### config.mk
export PLATFORM = sky130hd
export DESIGN_NAME = jtag_host_shifter
export DESIGN_NICKNAME = d
export VERILOG_FILES = /design/src/rtl/jtag_host_shifter.sv
export SDC_FILE = /design/constraint.sdc
export NUM_CORES = 1
export LEC_CHECK = 0
export ABC_CLOCK_PERIOD_IN_PS = 4100
export CORE_MARGIN = 2
export CORE_UTILIZATION = 58
export CTS_BUF_LIST = sky130_fd_sc_hd__clkbuf_2
export DETAILED_ROUTE_END_ITERATION = 12
export PLACE_DENSITY = 0.95
export SETUP_SLACK_MARGIN = 0.5
export SYNTH_ARGS = -nofsm -noshare
export SYNTH_HDL_FRONTEND = slang
export SYNTH_SLANG_ARGS = --single-unit
### constraint.sdc
create_clock -name clk -period 4.1 [get_ports clk]
set_input_delay 0.615 -clock clk [delete_from_list [all_inputs] [get_ports clk]]
set_output_delay 0.615 -clock clk [all_outputs]
set_load 0.03 [all_outputs]
### src/rtl/jtag_host_shifter.sv
// JTAG host: runs TAP-reset, IR-scan and DR-scan sequences from valid/ready commands and returns captured TDO.
// Optional build macro JTAG_HOST_LOOPBACK_EN adds lb_en, which feeds the registered tdi back into the capture path.
module jtag_host_shifter #(
    parameter int MAX_LEN = 32,
    parameter int CLK_DIV = 4
) (
    input  logic                         clk,
    input  logic                         rst_n,
`ifdef JTAG_HOST_LOOPBACK_EN
    input  logic                         lb_en,
`endif
    input  logic                         cmd_valid,
    output logic                         cmd_ready,
    input  logic [1:0]                   cmd_op,
    input  logic [$clog2(MAX_LEN+1)-1:0] cmd_len,
    input  logic [MAX_LEN-1:0]           cmd_data,
    output logic                         rsp_valid,
    input  logic                         rsp_ready,
    output logic [MAX_LEN-1:0]           rsp_data,
    output logic                         tck,
    output logic                         tms,
    output logic                         tdi,
    input  logic                         tdo,
    output logic                         busy
);
    localparam int LW = $clog2(MAX_LEN + 1);
    localparam int CW = (LW > 3) ? LW : 3;
    localparam int DW = $clog2(CLK_DIV);

    typedef enum logic [2:0] {IDLE, RST_SEQ, PRE, SHIFT, POST, WAIT_RSP} state_t;

    state_t             state_reg, state_next;
    logic [CW-1:0]      cnt_reg, cnt_next;
    logic [DW-1:0]      div_cnt_reg;
    logic               tck_reg, tms_reg, tms_next, tdi_reg, tdi_next;
    logic [LW-1:0]      len_reg, len_clamp;
    logic [CW-1:0]      len_ext;
    logic [MAX_LEN-1:0] data_reg, rsp_data_reg;
    logic               is_ir_reg, rsp_after_reg;
    logic               running, tick, tck_rise, tck_fall, step_last, sample;

    // TMS value for position c of a given state, counted in TCKs from the state's start.
    function automatic logic tms_of(state_t st, logic [CW-1:0] c, logic ir, logic [CW-1:0] ln);
        tms_of = 1'b1;
        case (st)
            RST_SEQ: tms_of = (c < CW'(5));
            PRE:     tms_of = ir ? (c < CW'(2)) : (c == CW'(0));
            SHIFT:   tms_of = (c == ln - CW'(1));
            POST:    tms_of = (c == CW'(0));
            default: tms_of = 1'b1;
        endcase
    endfunction

    assign running  = (state_reg == RST_SEQ) || (state_reg == PRE) ||
                      (state_reg == SHIFT) || (state_reg == POST);
    assign tick     = running && (div_cnt_reg == DW'(CLK_DIV - 1));
    assign tck_rise = tick && !tck_reg;
    assign tck_fall = tick && tck_reg;
    assign len_ext  = CW'(len_reg);

`ifdef JTAG_HOST_LOOPBACK_EN
    assign sample = lb_en ? tdi_reg : tdo;
`else
    assign sample = tdo;
`endif

    always_comb begin
        len_clamp = cmd_len;
        if (cmd_len == '0)
            len_clamp = LW'(1);
        else if (cmd_len > LW'(MAX_LEN))
            len_clamp = LW'(MAX_LEN);
    end

    always_comb begin
        state_next = state_reg;
        cnt_next   = cnt_reg;
        tms_next   = tms_reg;
        tdi_next   = tdi_reg;
        step_last  = 1'b0;
        case (state_reg)
            RST_SEQ: step_last = (cnt_reg == CW'(5));
            PRE:     step_last = (cnt_reg == (is_ir_reg ? CW'(3) : CW'(2)));
            SHIFT:   step_last = (cnt_reg == len_ext - CW'(1));
            POST:    step_last = (cnt_reg == CW'(1));
            default: step_last = 1'b0;
        endcase
        case (state_reg)
            IDLE: begin
                if (cmd_valid) begin
                    // Every sequence starts with TMS=1 from Run-Test/Idle, so it is set while tck is low.
                    state_next = cmd_op[1] ? RST_SEQ : PRE;
                    cnt_next   = '0;
                    tms_next   = 1'b1;
                    tdi_next   = 1'b0;
                end
            end
            WAIT_RSP: begin
                if (rsp_ready)
                    state_next = IDLE;
            end
            default: begin
                if (tck_fall) begin
                    if (!step_last) begin
                        cnt_next = cnt_reg + CW'(1);
                    end else begin
                        cnt_next = '0;
                        case (state_reg)
                            RST_SEQ: state_next = rsp_after_reg ? WAIT_RSP : IDLE;
                            PRE:     state_next = SHIFT;
                            SHIFT:   state_next = POST;
                            default: state_next = WAIT_RSP;
                        endcase
                    end
                    if ((state_next == IDLE) || (state_next == WAIT_RSP)) begin
                        tdi_next = 1'b0;
                    end else begin
                        tms_next = tms_of(state_next, cnt_next, is_ir_reg, len_ext);
                        tdi_next = (state_next == SHIFT) &&
                                   |(data_reg & (MAX_LEN'(1) << cnt_next));
                    end
                end
            end
        endcase
    end

    always_ff @(posedge clk or negedge rst_n) begin
        if (!rst_n) begin
            state_reg     <= RST_SEQ;
            cnt_reg       <= '0;
            div_cnt_reg   <= '0;
            tck_reg       <= 1'b0;
            tms_reg       <= 1'b1;
            tdi_reg       <= 1'b0;
            len_reg       <= LW'(1);
            data_reg      <= '0;
            rsp_data_reg  <= '0;
            is_ir_reg     <= 1'b0;
            rsp_after_reg <= 1'b0;
        end else begin
            state_reg <= state_next;
            cnt_reg   <= cnt_next;
            tms_reg   <= tms_next;
            tdi_reg   <= tdi_next;
            if (state_reg == IDLE) begin
                div_cnt_reg <= '0;
                tck_reg     <= 1'b0;
                if (cmd_valid) begin
                    len_reg       <= len_clamp;
                    data_reg      <= cmd_data;
                    is_ir_reg     <= (cmd_op == 2'd1);
                    rsp_after_reg <= 1'b1;
                    rsp_data_reg  <= '0;
                end
            end else if (running) begin
                div_cnt_reg <= tick ? '0 : div_cnt_reg + DW'(1);
                if (tick)
                    tck_reg <= !tck_reg;
                // Target drives TDO on the falling edge, so it is stable at our rise.
                if (tck_rise && (state_reg == SHIFT))
                    rsp_data_reg <= rsp_data_reg | (MAX_LEN'(sample) << cnt_reg);
            end
        end
    end

    assign cmd_ready = (state_reg == IDLE);
    assign rsp_valid = (state_reg == WAIT_RSP);
    assign busy      = (state_reg != IDLE);
    assign rsp_data  = rsp_data_reg;
    assign tck       = tck_reg;
    assign tms       = tms_reg;
    assign tdi       = tdi_reg;
endmodule

# Word-level counts from Yosys, hierarchy flattened
# Index checks and enable logic that the tools add are counted.
dict set report totals {
  regBits 86
  latchBits 0
  ramBits 0
  romBits 0
  in_bits 45
  word_cells 110
  memories 0
}
dict set report op_classes {
  n_addsub 3
  n_mul 0
  n_div 0
  n_lt_le_gt_ge 3
  eq_ne 20
  n_shift 2
  n_mux 40
  n_bitwise 3
  n_reduce_logical 28
}
# op n
set ops {}
lappend ops {{$mux 32} 4}
lappend ops {{$mux 6} 7}
lappend ops {{$and 32x32->32} 1}
lappend ops {{$or 32x32->32} 1}
lappend ops {{$reduce_or 32->1} 1}
lappend ops {{$shl 1x6->32} 1}
lappend ops {{$shl 1x6->32 const A} 1}
lappend ops {{$mux 3} 7}
lappend ops {{$eq 3x2->1 const B} 4}
lappend ops {{$eq 3x3->1 const B} 4}
lappend ops {{$eq 6x6->1} 2}
lappend ops {{$logic_not 6->1} 2}
lappend ops {{$pmux 6 s2} 1}
lappend ops {{$mux 1} 11}
lappend ops {{$pmux 3 s3} 1}
lappend ops {{$reduce_and 3->1} 3}
lappend ops {{$mux 2} 4}
lappend ops {{$pmux 1 s4} 2}
lappend ops {{$reduce_bool 2->1} 4}
lappend ops {{$add 6x1->6 const B} 1}
lappend ops {{$eq 3x1->1 const B} 2}
lappend ops {{$eq 6x1->1 const B} 1}
lappend ops {{$eq 6x2->1} 1}
lappend ops {{$eq 6x3->1 const B} 1}
lappend ops {{other kinds (20)} 32}

# Longest topological paths before layout
# Gate-level depths: netlist of the first run.
dict set report depth {
  depth_word 15
  ltp_mapped 11
}

# Worst setup path after synthesis of the first run
# No wires, ideal clock.
dict set report synth_timing {
  path_kind {register -> register}
  startpoint {reg len_reg[0], in the netlist len_ext[0]}
  endpoint {reg tms_reg, in the netlist tms}
  setup_ps 77
  arrival_ps 2665
  t_required_ps 4023
  slack_ps 1358
  stages_incl_launch_ff 11
  n_path_buf 0
  synth_period_minus_slack_ps 2742
  cell_sequence {dfstp_2 > inv_1 > ha_1 > and2_1 > o32ai_1 > a22oi_1 > nor4_2 > nand3_2 > or3_1 > a311o_1 > a31oi_1}
}
dict set report synth_between {
  elab_chain_cells 12
  word_cells_on_any_way 27
  cone_classes {add/sub (1); order compare (2); eq/ne (8); mux (12); reduce/logical (4)}
}
# element line
set synth_rtl {}
lappend synth_rtl {{start, declared} 36} ;# logic [LW-1:0] len_reg, len_clamp;
lappend synth_rtl {{start signal, assigned} 149} ;# len_reg <= len_clamp;
lappend synth_rtl {{$sub 6x1->6 *} {48, 84}}
lappend synth_rtl {{$eq 6x6->1} 84} ;# SHIFT: step_last = (cnt_reg == len_ext - CW'(1));
lappend synth_rtl {{$pmux 1 s4} 81} ;# case (state_reg)
lappend synth_rtl {{$mux 6} 104} ;# if (!step_last) begin
lappend synth_rtl {{$mux 6} 103} ;# if (tck_fall) begin
lappend synth_rtl {{$mux 6} 88} ;# case (state_reg)
lappend synth_rtl {{$lt 6x2->1 or $logic_not 6->1 (tied branches)} {47, 49}}
lappend synth_rtl {{$mux 1} 47} ;# PRE: tms_of = ir ? (c < CW'(2)) : (c == CW'(0));
lappend synth_rtl {{$pmux 1 s4} 45} ;# case (st)
lappend synth_rtl {{$mux 1} 115} ;# if ((state_next == IDLE) || (state_next == WAIT_RSP)) begin
lappend synth_rtl {{$mux 1} 103}
lappend synth_rtl {{$pmux 1 s2} 88}
lappend synth_rtl {{end signal, assigned} 143} ;# tms_reg <= tms_next;
lappend synth_rtl {{end, declared} 35} ;# logic tck_reg, tms_reg, tms_next, tdi_reg, tdi_next;
# Mark *: on every way between the ends. The rest lies on a longest branch, timed or not. The select of a mux whose other input is x is not followed.
# A chain may end at the register's enable or synchronous reset.

# Worst setup path after layout of the first run
# Ends and elaborated chain as after synthesis.

==> metrics.md, run 1 <==
| Metric | Value |
|---|---|
| Outcome | `completed` |
| Critical path arrival | `about 3.8 ns` |
| Sinks on Clock Net | `86` |
| Initial DRC count | `351` |
| Reg2reg start | `len_ext[0]` |
| Ant. Diodes | `0` |
| CP cell instances | `inv_1, ha_1, xnor2_1, o21ai_0, a21o_1, a211oi_2, nand3_4, or3_1, a311o_1, a31oi_1` |
| Synth Area in Compound Gates | `about 15%` |
| Gpl congestion | `0.8910` |
| Htree depth | `3` |
| Syn_area_per_cell | `8.536 sq um` |
| Slowest-stage cell, CP | `dfstp_2` |
| Commonest non-fill, non-tap cell in the layout | `nand2_1` |
| # port buffers | `82` |
| Post-DP HPWL | `~8000 microns` |
| Reg-to-reg setup timing slack | `0.82 ns` |
| Largest family of logic cells by synthesized area | `simple AND/OR/NAND/NOR gates` |
| CTS tree | `done` |
| TritonRoute pass-1 iters | `5` |
| Post-route clock skew | `0.02525 ns` |
| Largest net degree at the start of global routing | `87` |
| Critical Path Source | `len_ext[0]` |
| Share of cells above drive strength 1 | `6.961%` |
| Vias in the first global route | `3959` |
| Number of flops mapped to enable cells by yosys | `0` |
| Starting Density | `about three fifths` |
| Tot GR Track Use | `28.18%` |
| PwrDens | `695.9 nW/um^2` |
| Distinct cells, synth | `62` |
| P_leak | `2.511 nW` |
| Filler cells | `546` |
| Clock transition at the registers of the reported paths | `approximately 0.27 ns` |
| Setup Fix Bufs, Post-CTS | `0` |
| Seq/Total Area, Yosys | `48.85%` |
| Critical Path Source Type | `flop` |
| Via density | `5.866` |
| Capture point of the worst reg-to-reg path | `tms` |
| Final nets | `roughly 630` |
| Setup Total Neg Slack | `0 ns` |
| Cell count after synthesis | `between 500 and 600` |
| Clock Tree Root | `clkbuf_2` |
| Tcrit/Tclk final | `between 80% and 90%` |
| CP delay by family, top | `compound AO/OA/AOI/OAI gates` |
| RSZ-0062 raised after global routing | `no` |
| Initial antenna violation count | `0` |
| Slew @ Worst Pin | `about 1.2 ns` |
| Max Cap Viol | `0` |
| Final slew viol count | `0` |
| Net Count, Synth | `between 500 and 600` |
| CTS Buf Count | `9` |
| Yosys warning total | `0` |
| Critical path endpoint category | `flop` |
| CP max FO | `14` |
| Critical path class | `flop to flop` |
| Post-Synth Simple-Gate Area | `26.11%` |
| Post-synth ARST share | `100.0%` |
| Prevailing post-synth register cell | `dfrtp_1` |
| Crit path buffers/inverters | `1` |
| Post-Route WL | `roughly 11000 microns` |
| Most frequent cells in the layout | `nand2_1 (137), dfrtp_1 (83), clkdlybuf4s50_1 (81)` |
| R2R depth | `10` |
| CP Capture Point | `tms` |
| Fin crit period | `approximately 3.3 ns` |
| First-pass GRT wire length | `18880 microns` |
| Die Area | `approximately 8300 sq um` |
| Post-Synth Adder-Cell Area | `about 1.1%` |
| DRC | `0` |
| Routed len/inst | `approximately 16 microns` |
| Top Ports | `83` |
| Mapped cell area | `4413 sq um` |
| Worst hold slack | `0.2060 ns` |
| Synth Register Bits | `86` |
| ANT nets after route | `0` |
| CP required | `4.60 ns` |
| Critical path depth in cells | `10` |
| Worst-Skew Late Latency | `0.57 ns` |
| CP peak stage delay | `0.66 ns` |
| Mux cell area share after synthesis | `~2.9%` |
| Die Wd | `between 90 and 100 microns` |
| Final Setup Violations | `0` |
| Hold Path Class | `input pin to async pin` |
| Max Freq | `304.5 MHz` |
| Layout area overhead | `22.00%` |
| Hold Vio Cnt, Final | `0` |
| Die Y | `91.23 microns` |
| Vias | `4036` |
| Peak supply drop | `0.0003360 V` |
| Grt ovf | `0` |
| Xor/xnor cell area share of the yosys netlist | `2.183%` |
| Core area | `roughly 7300 sq um` |
| Slew headroom | `19.73%` |
| Max Root-Sink Buffers | `2` |
| Rows | `31` |
[kinds of logic (layout without fill, tap and decap cells)]
| family | count (synthesis) | in the layout |
|---|---|---|
| AOI/OAI and AO/OA | 106 | 106 |
| and+or+nand+nor | 259 | 259 |
| adders and majority gates | 4 | 4 |
| buffers and inverters | 41 | 113 |
| muxes | 10 | 10 |
| xor gates and xnor gates | 11 | 11 |
| DFF | 86 | 86 |
[how the worst min path moves through the flow]
stage               slack [ns]         start            to  cells after the start
floorplan                 0.32         rst_n    cnt_reg[0]                      0
global placement          0.45  data_reg[22]  data_reg[22]                      2
detailed placement        0.46   data_reg[7]   data_reg[7]                      2
CTS                       0.22         rst_n   rsp_data[7]                      1
global route              0.27         rst_n   rsp_data[2]                      1
finish                    0.21         rst_n   data_reg[7]                      1
[report_power, final]
part,internal (mW),switching (mW)
sequential,1.12,0.271
clock,0.0927,0.331
combinational,0.796,1.14
total,2.01,1.74
[routing by layer]
layer | global-route usage (%) | share of wire (%) | vias up
li1 | - | - | 1906
met1 | 36.19 | 42 | 1953
met2 | 47.28 | 51 | 153
met3 | 5.643 | 5.5 | 24
met4 | 10.73 | 2.1 | 0
met5 | 0 | 0 | -
[metrics by stage]
step | setup WS [ns] | utilization [%] | area, sq um | total power, mW | cells
finish | 0.8164 | 73.83 | 5384 | 3.746 | 688
detailed placement | 0.8512 | 72.20 | 5265 | 3.287 | 672
global placement | 0.9446 | 72.20 | 5265 | 3.231 | 672
CTS | 0.7825 | 73.73 | 5376 | 3.714 | 688
floorplan | 1.358 | - | 4413 | 2.712 | 517
global route | 0.5323 | 73.83 | 5384 | 4.013 | 688
[what timing repair did]
action,4_1_cts,5_1_grt
hold buffers,0,0
setup endpoints to repair,0,1
gates resized for setup,0,1
endpoints found under the hold margin,0,0
[synthesized netlist by cell type (2+ instances only)]
library cell,instances,area [sq um]
a211oi_2,2,25.02
and3_1,6,37.54
a2111oi_0,2,17.52
ha_1,3,37.54
mux2i_1,6,60.06
a311o_1,2,20.02
clkbuf_1,23,86.33
o32ai_1,3,26.28
o21ai_0,12,60.06
a21oi_1,43,215.2
buf_2,4,20.02
dfstp_2,3,78.83
inv_1,9,33.78
o21ai_1,9,45.04
nor4_1,2,12.51
nand3b_1,6,45.04
buf_4,2,15.01
nand2b_1,4,25.02
nor2_1,55,206.5
o211ai_1,4,30.03
mux4_2,2,45.04
nor3b_1,4,30.03
nand4b_1,2,17.52
o31ai_1,2,15.01
a21o_1,2,15.01
mux2_2,2,22.52
o22ai_1,2,12.51
dfrtp_1,83,2077
nor2b_1,3,18.77
xnor2_1,8,70.07
xor2_1,3,26.28
buf_1,2,7.510
a22oi_1,2,15.01
nand2_1,137,514.2
or2_2,2,12.51
nand4_1,2,12.51
nand3_1,13,65.06
and2_1,4,25.02
a31oi_1,7,43.79
nor3_1,11,55.05
o21a_1,3,22.52
[final cells by class]
| class | count | area (sq um) | share of cell area, % |
|---|---|---|---|
| multi-input cells | 390 | 2096 | 38.93 |
| repair buffers | 88 | 863.3 | 16.04 |
| clock buffers | 9 | 45.04 | 0.8366 |
| flip-flops and latches | 86 | 2156 | 40.04 |
| inverters | 9 | 33.78 | 0.6275 |
| clock inverters | 7 | 66.31 | 1.232 |
| well taps | 99 | 123.9 | 2.301 |
No activity file was read; power rests on OpenSTA's default activity.
==> run 2: changes to the inputs <==
--- a/config.mk
+++ b/config.mk
@@ -5,12 +5,12 @@
 export SDC_FILE = /design/constraint.sdc
 export NUM_CORES = 1
 export LEC_CHECK = 0
-export ABC_CLOCK_PERIOD_IN_PS = 4100
+export ABC_CLOCK_PERIOD_IN_PS = 3300
 export CORE_MARGIN = 2
-export CORE_UTILIZATION = 58
+export CORE_UTILIZATION = 54
 export CTS_BUF_LIST = sky130_fd_sc_hd__clkbuf_2
 export DETAILED_ROUTE_END_ITERATION = 12
-export PLACE_DENSITY = 0.95
+export PLACE_DENSITY = 0.91
 export SETUP_SLACK_MARGIN = 0.5
 export SYNTH_ARGS = -nofsm -noshare
 export SYNTH_HDL_FRONTEND = slang
==> constraint.sdc (replaced) <==
create_clock -name clk -period 3.3 [get_ports clk]
set_input_delay 0.495 -clock clk [delete_from_list [all_inputs] [get_ports clk]]
set_output_delay 0.495 -clock clk [all_outputs]
set_load 0.03 [all_outputs]
==> metrics.md, run 2 (same netlist as run 1, synthesis figures left out) <==
| Metric | Value |
|---|---|
| Core area | `7807 sq um (+7.1%)` |
| Max Root-Sink Buffers | `2 (unchanged)` |
| Vias | `4136 (+2.5%)` |
| Post-Route WL | `11600 microns (+4.0%)` |
| Rows | `32 (+3.2%)` |
| Design Power | `5.030 mW (+34%)` |
| Final nets | `649 (+2.7%)` |
| Tot GR Track Use | `27.01% (-1.2 points)` |
| Gpl congestion | `0.8759 (-1.7%)` |
| Die Wd | `94.40 microns (+3.5%)` |
| Max Freq | `361.5 MHz (+19%)` |
| Final Setup Violations | `0 (unchanged)` |
| Critical Path Source Type | `flop` |
| R2R depth | `10 (unchanged)` |
| Post-route clock skew | `0.02082 ns (-0.004427 ns)` |
| Die Y | `94.40 microns (+3.5%)` |
| Routed len/inst | `16.36 microns (+0.89%)` |
| CP max FO | `4 (-10)` |
| Reg2reg start | `len_ext[0]` |
| Critical path class | `flop to flop` |
| Top Ports | `83 (unchanged)` |
| RSZ-0062 raised after global routing | `yes` |
| CTS Buf Count | `9 (unchanged)` |
| CTS tree | `done` |
| Clock transition at the registers of the reported paths | `0.24 ns (-0.03 ns)` |
| PwrDens | `896.7 nW/um^2 (+29%)` |
| Hold Path Class | `input pin to async pin` |
| DRC | `0 (unchanged)` |
| Post-DP HPWL | `7937 microns (+1.4%)` |
| Initial DRC count | `464 (+32%)` |
| Critical path arrival | `3.28 ns (-0.50 ns)` |
| CP Capture Point | `tms` |
| Fin crit period | `2.767 ns (-0.5169 ns)` |
| Most frequent cells in the layout | `nand2_1 (137), dfrtp_1 (79), clkdlybuf4s50_1 (79)` |
| Critical Path Source | `len_ext[0]` |
| Share of cells above drive strength 1 | `11.72% (+4.8 points)` |
| Worst-Skew Late Latency | `0.57 ns (about the same)` |
| Post-CTS Hold Fix Bufs | `0 (unchanged)` |
| Hold Vio Cnt, Final | `0 (unchanged)` |
| Reg-to-reg setup timing slack | `0.53 ns (-0.28 ns)` |
| ANT nets after route | `0 (unchanged)` |
| Htree depth | `3 (unchanged)` |
| Slew headroom | `30.00% (+10 points)` |
| TritonRoute pass-1 iters | `5 (unchanged)` |
| Slew @ Worst Pin | `1.050 ns (-0.1511 ns)` |
| Initial antenna violation count | `1 (+1)` |
| Outcome | `completed` |
| P_leak | `2.617 nW (+4.2%)` |
| Layout area overhead | `27.11%` |
| Peak supply drop | `0.0004384 V (+30%)` |
| # port buffers | `82 (unchanged)` |
| Sinks on Clock Net | `86 (unchanged)` |
| Tcrit/Tclk final | `83.84% (+3.8 points)` |
| Via density | `5.834 (-0.56%)` |
| Vias in the first global route | `3966 (+0.18%)` |
| Die Area | `8911 sq um (+7.1%)` |
| First-pass GRT wire length | `18690 microns (-0.99%)` |
| Max Cap Viol | `0 (unchanged)` |
| Final slew viol count | `0 (unchanged)` |
| Largest net degree at the start of global routing | `87 (unchanged)` |
| Commonest non-fill, non-tap cell in the layout | `nand2_1` |
| CP required | `3.81 ns (-0.79 ns)` |
| Critical path endpoint category | `flop` |
| Starting Density | `56.52% (-4.0 points)` |
| Clock Tree Root | `clkbuf_2` |
| Grt ovf | `0 (unchanged)` |
| Capture point of the worst reg-to-reg path | `tms` |
| Setup Total Neg Slack | `0 ns (unchanged)` |
==> run 2: cell count changes in the layout (fill, tap and decap cells not counted), moves of 2 or more <==
cell             change
buf_4               +17
dfrtp_1              -4
dfrtp_2              +4
a2111oi_0            -2
a2111oi_2            +2
a211oi_2             -2
a211oi_4             +2
clkdlybuf4s50_1      -2
clkinvlp_4           -2
dlygate4sd2_1        +2
xnor2_1              -2
xnor2_2              +2
==> run 2: report_power, final <==
group | internal (mW) | leakage, nW | switching (mW)
Sequential | 1.39 | 1.14 | 0.296
Clock | 0.187 | 0.0764 | 0.390
Combinational | 1.19 | 1.40 | 1.58
==> run 2: what timing repair did <==
action | in CTS | in global routing
pin swaps | 1 | 10
setup endpoints to repair | 6 | 4
buffers inserted | 6 | 6
resized for setup | 7 | 14
==> run 2: through the flow <==
stage | worst slack, ns | cells | util [%] | cell area (sq um) | hold slack, ns
final | 0.5334 | 709 | 71.84 | 5609 | 0.06436
after global placement | 0.4065 | 680 | 67.96 | 5306 | 0.4557
after global routing | 0.4080 | 709 | 71.84 | 5609 | 0.1100
after CTS | 0.5008 | 702 | 70.37 | 5494 | 0.09766
after detailed placement | 0.3790 | 680 | 67.96 | 5306 | 0.4610
after floorplan | 0.5580 | 517 | - | 4413 | 0.1994
==> run 2: worst min path at each step <==
stage / from / end / slack [ns] / cells after the start
floorplan: rst_n / cnt_reg[0] / 0.20 / 0
global placement: data_reg[22] / data_reg[22] / 0.46 / 2
detailed placement: data_reg[29] / data_reg[29] / 0.46 / 2
CTS: rst_n / data_reg[21] / 0.1 / 1
global route: rst_n / data_reg[13] / 0.11 / 1
finish: rst_n / data_reg[13] / 0.06 / 1
==> run 2: layer usage <==
layer / up-vias / global-route usage (%) / part of all wire (%)
met2: 175 / 45.54 / 49
met1: 1993 / 34.79 / 42
met4: 0 / 8.575 / 2.4
li1: 1935 / - / -
met3: 33 / 6.305 / 6.1
met5: - / 0 / 0
==> run 2: final cells by class <==
type,instances,area [sq um]
Fill cell,611,2198
Multi-Input combinational cell,390,2171
Sequential cell,86,2161
Timing Repair Buffer,105,988.4
Tap cell,102,127.6
Clock inverter,7,80.08
Clock buffer,9,45.04
Inverter,9,33.78
Antenna cell,1,2.502
==> run 2: critical path, stage by stage, from the launching register on <==
cell and delay, ns:
dfstp_2 0.61, inv_2 0.05, ha_4 0.16, xnor2_2 0.24, o21ai_0 0.14, a21o_1 0.23
a211oi_4 0.32, nand3_2 0.11, or3_1 0.31, a311o_1 0.36, a31oi_1 0.19
==> run 3: changes to the inputs <==
--- a/config.mk
+++ b/config.mk
@@ -5,12 +5,12 @@
 export SDC_FILE = /design/constraint.sdc
 export NUM_CORES = 1
 export LEC_CHECK = 0
-export ABC_CLOCK_PERIOD_IN_PS = 3300
+export ABC_CLOCK_PERIOD_IN_PS = 2400
 export CORE_MARGIN = 2
-export CORE_UTILIZATION = 54
+export CORE_UTILIZATION = 49
 export CTS_BUF_LIST = sky130_fd_sc_hd__clkbuf_2
 export DETAILED_ROUTE_END_ITERATION = 12
-export PLACE_DENSITY = 0.91
+export PLACE_DENSITY = 0.88
 export SETUP_SLACK_MARGIN = 0.5
 export SYNTH_ARGS = -nofsm -noshare
 export SYNTH_HDL_FRONTEND = slang
==> constraint.sdc (replaced) <==
create_clock -name clk -period 2.4 [get_ports clk]
set_input_delay 0.36 -clock clk [delete_from_list [all_inputs] [get_ports clk]]
set_output_delay 0.36 -clock clk [all_outputs]
set_load 0.03 [all_outputs]
==> metrics.md, run 3 (same netlist as run 1, synthesis figures left out) <==
| Metric | Value |
|---|---|
| Vias | `4353 (+5.2%)` |
| Worst-Skew Late Latency | `0.55 ns (-0.02 ns)` |
| Most frequent cells in the layout | `nand2_1 (132), dfrtp_1 (83), buf_4 (56)` |
| Top Ports | `83 (unchanged)` |
| Fin crit period | `2.755 ns (-0.01154 ns)` |
| Layout area overhead | `40.60%` |
| Grt ovf | `0 (unchanged)` |
| Tcrit/Tclk final | `114.8% (+31 points)` |
| Hold Vio Cnt, Final | `0 (unchanged)` |
| Initial antenna violation count | `0 (-1)` |
| Final worst-path setup slack | `-0.3551 ns (-0.8885 ns)` |
| Peak supply drop | `0.0005947 V (+36%)` |
| Starting Density | `50.60% (-5.9 points)` |
| Commonest non-fill, non-tap cell in the layout | `nand2_1` |
| Final nets | `692 (+6.6%)` |
| Hold Path Class | `input pin to async pin` |
| Final Setup Violations | `9 (+9)` |
| RSZ-0062 raised after global routing | `yes` |
| Outcome | `complete, but fails checks` |
| DRC | `0 (unchanged)` |
| Critical path class | `flop to flop` |
| # port buffers | `82 (unchanged)` |
| Design Power | `7.501 mW (+49%)` |
| Critical Path Source | `len_ext[0]` |
| Area of placed instances | `5688 sq um (+7.2%)` |
| Final slew viol count | `0 (unchanged)` |
| Post-Route WL | `13060 microns (+13%)` |
| Htree depth | `3 (unchanged)` |
| Initial DRC count | `362 (-22%)` |
| Rows | `34 (+6.3%)` |
| Reg-to-reg setup timing slack | `-0.36 ns (-0.89 ns)` |
| Critical path arrival | `3.25 ns (-0.03 ns)` |
| Post-Layout Inst Area | `6205 sq um (+11%)` |
| CP Capture Point | `tms` |
| Post-route clock skew | `0.03252 ns (+0.01170 ns)` |
| Share of cells above drive strength 1 | `24.50% (+13 points)` |
| Worst hold slack | `0.2100 ns (+0.1457 ns)` |
| Pre-CTS setup slack | `-0.3677 ns (-0.7468 ns)` |
| Critical Path Source Type | `flop` |
| Reg2reg start | `len_ext[0]` |
| Max Root-Sink Buffers | `2 (unchanged)` |
| Routed len/inst | `17.25 microns (+5.5%)` |
| Failing checks | `setup timing` |
| CTS Buf Count | `9 (unchanged)` |
| R2R depth | `11 (+1)` |
| Die Y | `98.90 microns (+4.8%)` |
| Gpl congestion | `0.9476 (+8.2%)` |
| Ant. Diodes | `0 (-1)` |
| TritonRoute pass-1 iters | `7 (+2)` |
| Final Util | `71.15% (-0.70 points)` |
| ANT nets after route | `0 (unchanged)` |
| PwrDens | `1209 nW/um^2 (+35%)` |
| Post-DP HPWL | `8857 microns (+12%)` |
| Clock transition at the registers of the reported paths | `0.29 ns (+0.05 ns)` |
| Core area | `8721 sq um (+12%)` |
| Slew headroom | `61.77% (+32 points)` |
| Via density | `5.750 (-1.4%)` |
| Tot GR Track Use | `25.81% (-1.2 points)` |
| Vias in the first global route | `4306 (+8.6%)` |
| P_leak | `3.041 nW (+16%)` |
| Max Freq | `363.0 MHz (+0.42%)` |
| Slew @ Worst Pin | `0.5723 ns (-0.4777 ns)` |
| Largest net degree at the start of global routing | `60 (-31%)` |
| Sinks on Clock Net | `86 (unchanged)` |
| CTS tree | `done` |
| CP required | `2.89 ns (-0.92 ns)` |
| First-pass GRT wire length | `20420 microns (+9.3%)` |
| Max Cap Viol | `0 (unchanged)` |
| Die Wd | `98.90 microns (+4.8%)` |
| Clock Tree Root | `clkbuf_2` |
| Critical path endpoint category | `flop` |
| Capture point of the worst reg-to-reg path | `tms` |
| CP max FO | `4 (unchanged)` |
| Die Area | `9781 sq um (+9.8%)` |
run 3: cell count changes in the layout (fill, tap and decap cells not counted), moves of 10 or more:
cell             delta
a21oi_1            -19
a21oi_2            +18
buf_4              +32
buf_6              +10
clkdlybuf4s50_1    -36
dlygate4sd2_1      +32
run 3: per-layer routing:
| metal | wire length (microns) | track usage, % | vias up |
|---|---|---|---|
| met5 | 0 | 0 | - |
| met4 | 307 | 9.273 | 0 |
| met3 | 856 | 4.043 | 37 |
| met2 | 6753 | 44.65 | 178 |
| met1 | 5142 | 32.87 | 2113 |
| li1 | - | - | 2025 |
run 3: how the worst min path moves through the flow:
stage | endpoint | slack (ns) | cells past startpoint
floorplan | cnt_reg[0] | 0.06 | 0
global placement | tck | 0.31 | 1
detailed placement | div_cnt_reg[1] | 0.31 | 1
CTS | div_cnt_reg[0] | 0.23 | 2
global route | div_cnt_reg[1] | 0.21 | 2
finish | div_cnt_reg[1] | 0.21 | 2
run 3: power by group:
group / total, mW / internal (mW) / switching (mW)
Combinational: 4.48 / 1.96 / 2.52
Clock: 0.751 / 0.175 / 0.576
Sequential: 2.27 / 1.91 / 0.353
run 3: cell type report:
class | count | area, sq um
fillers | 633 | 2516
multi-input cells | 390 | 2425
flip-flops and latches | 86 | 2156
repair buffers | 148 | 1336
well taps | 108 | 135.1
clock inverters | 7 | 73.82
clock buffers | 9 | 45.04
inverters | 9 | 33.78
run 3: metrics by stage:
stage,instances,setup TNS (ns)
floorplan,517,-0.3213
global placement,727,-0.5943
detailed placement,727,-1.111
CTS,753,-1.966
global route,757,-2.637
finish,757,-1.773
run 3: what timing repair did:
item                       4_1_cts  5_1_grt
setup endpoints to repair       73       61
pin swaps                       10       23
setup buffers                    9        4
hold buffers                     1        0
hold endpoints to repair        25        0
gates resized for setup         82       53
run 3: critical path, stage by stage, from the launching register on:
cell	delay, ns
dfstp_2	0.62
inv_2	0.06
ha_4	0.17
xnor2_2	0.15
o21ai_0	0.24
nand3_1	0.13
a211oi_2	0.22
buf_4	0.16
nand3_2	0.11
or3_1	0.37
a311o_1	0.32
a31oi_1	0.16
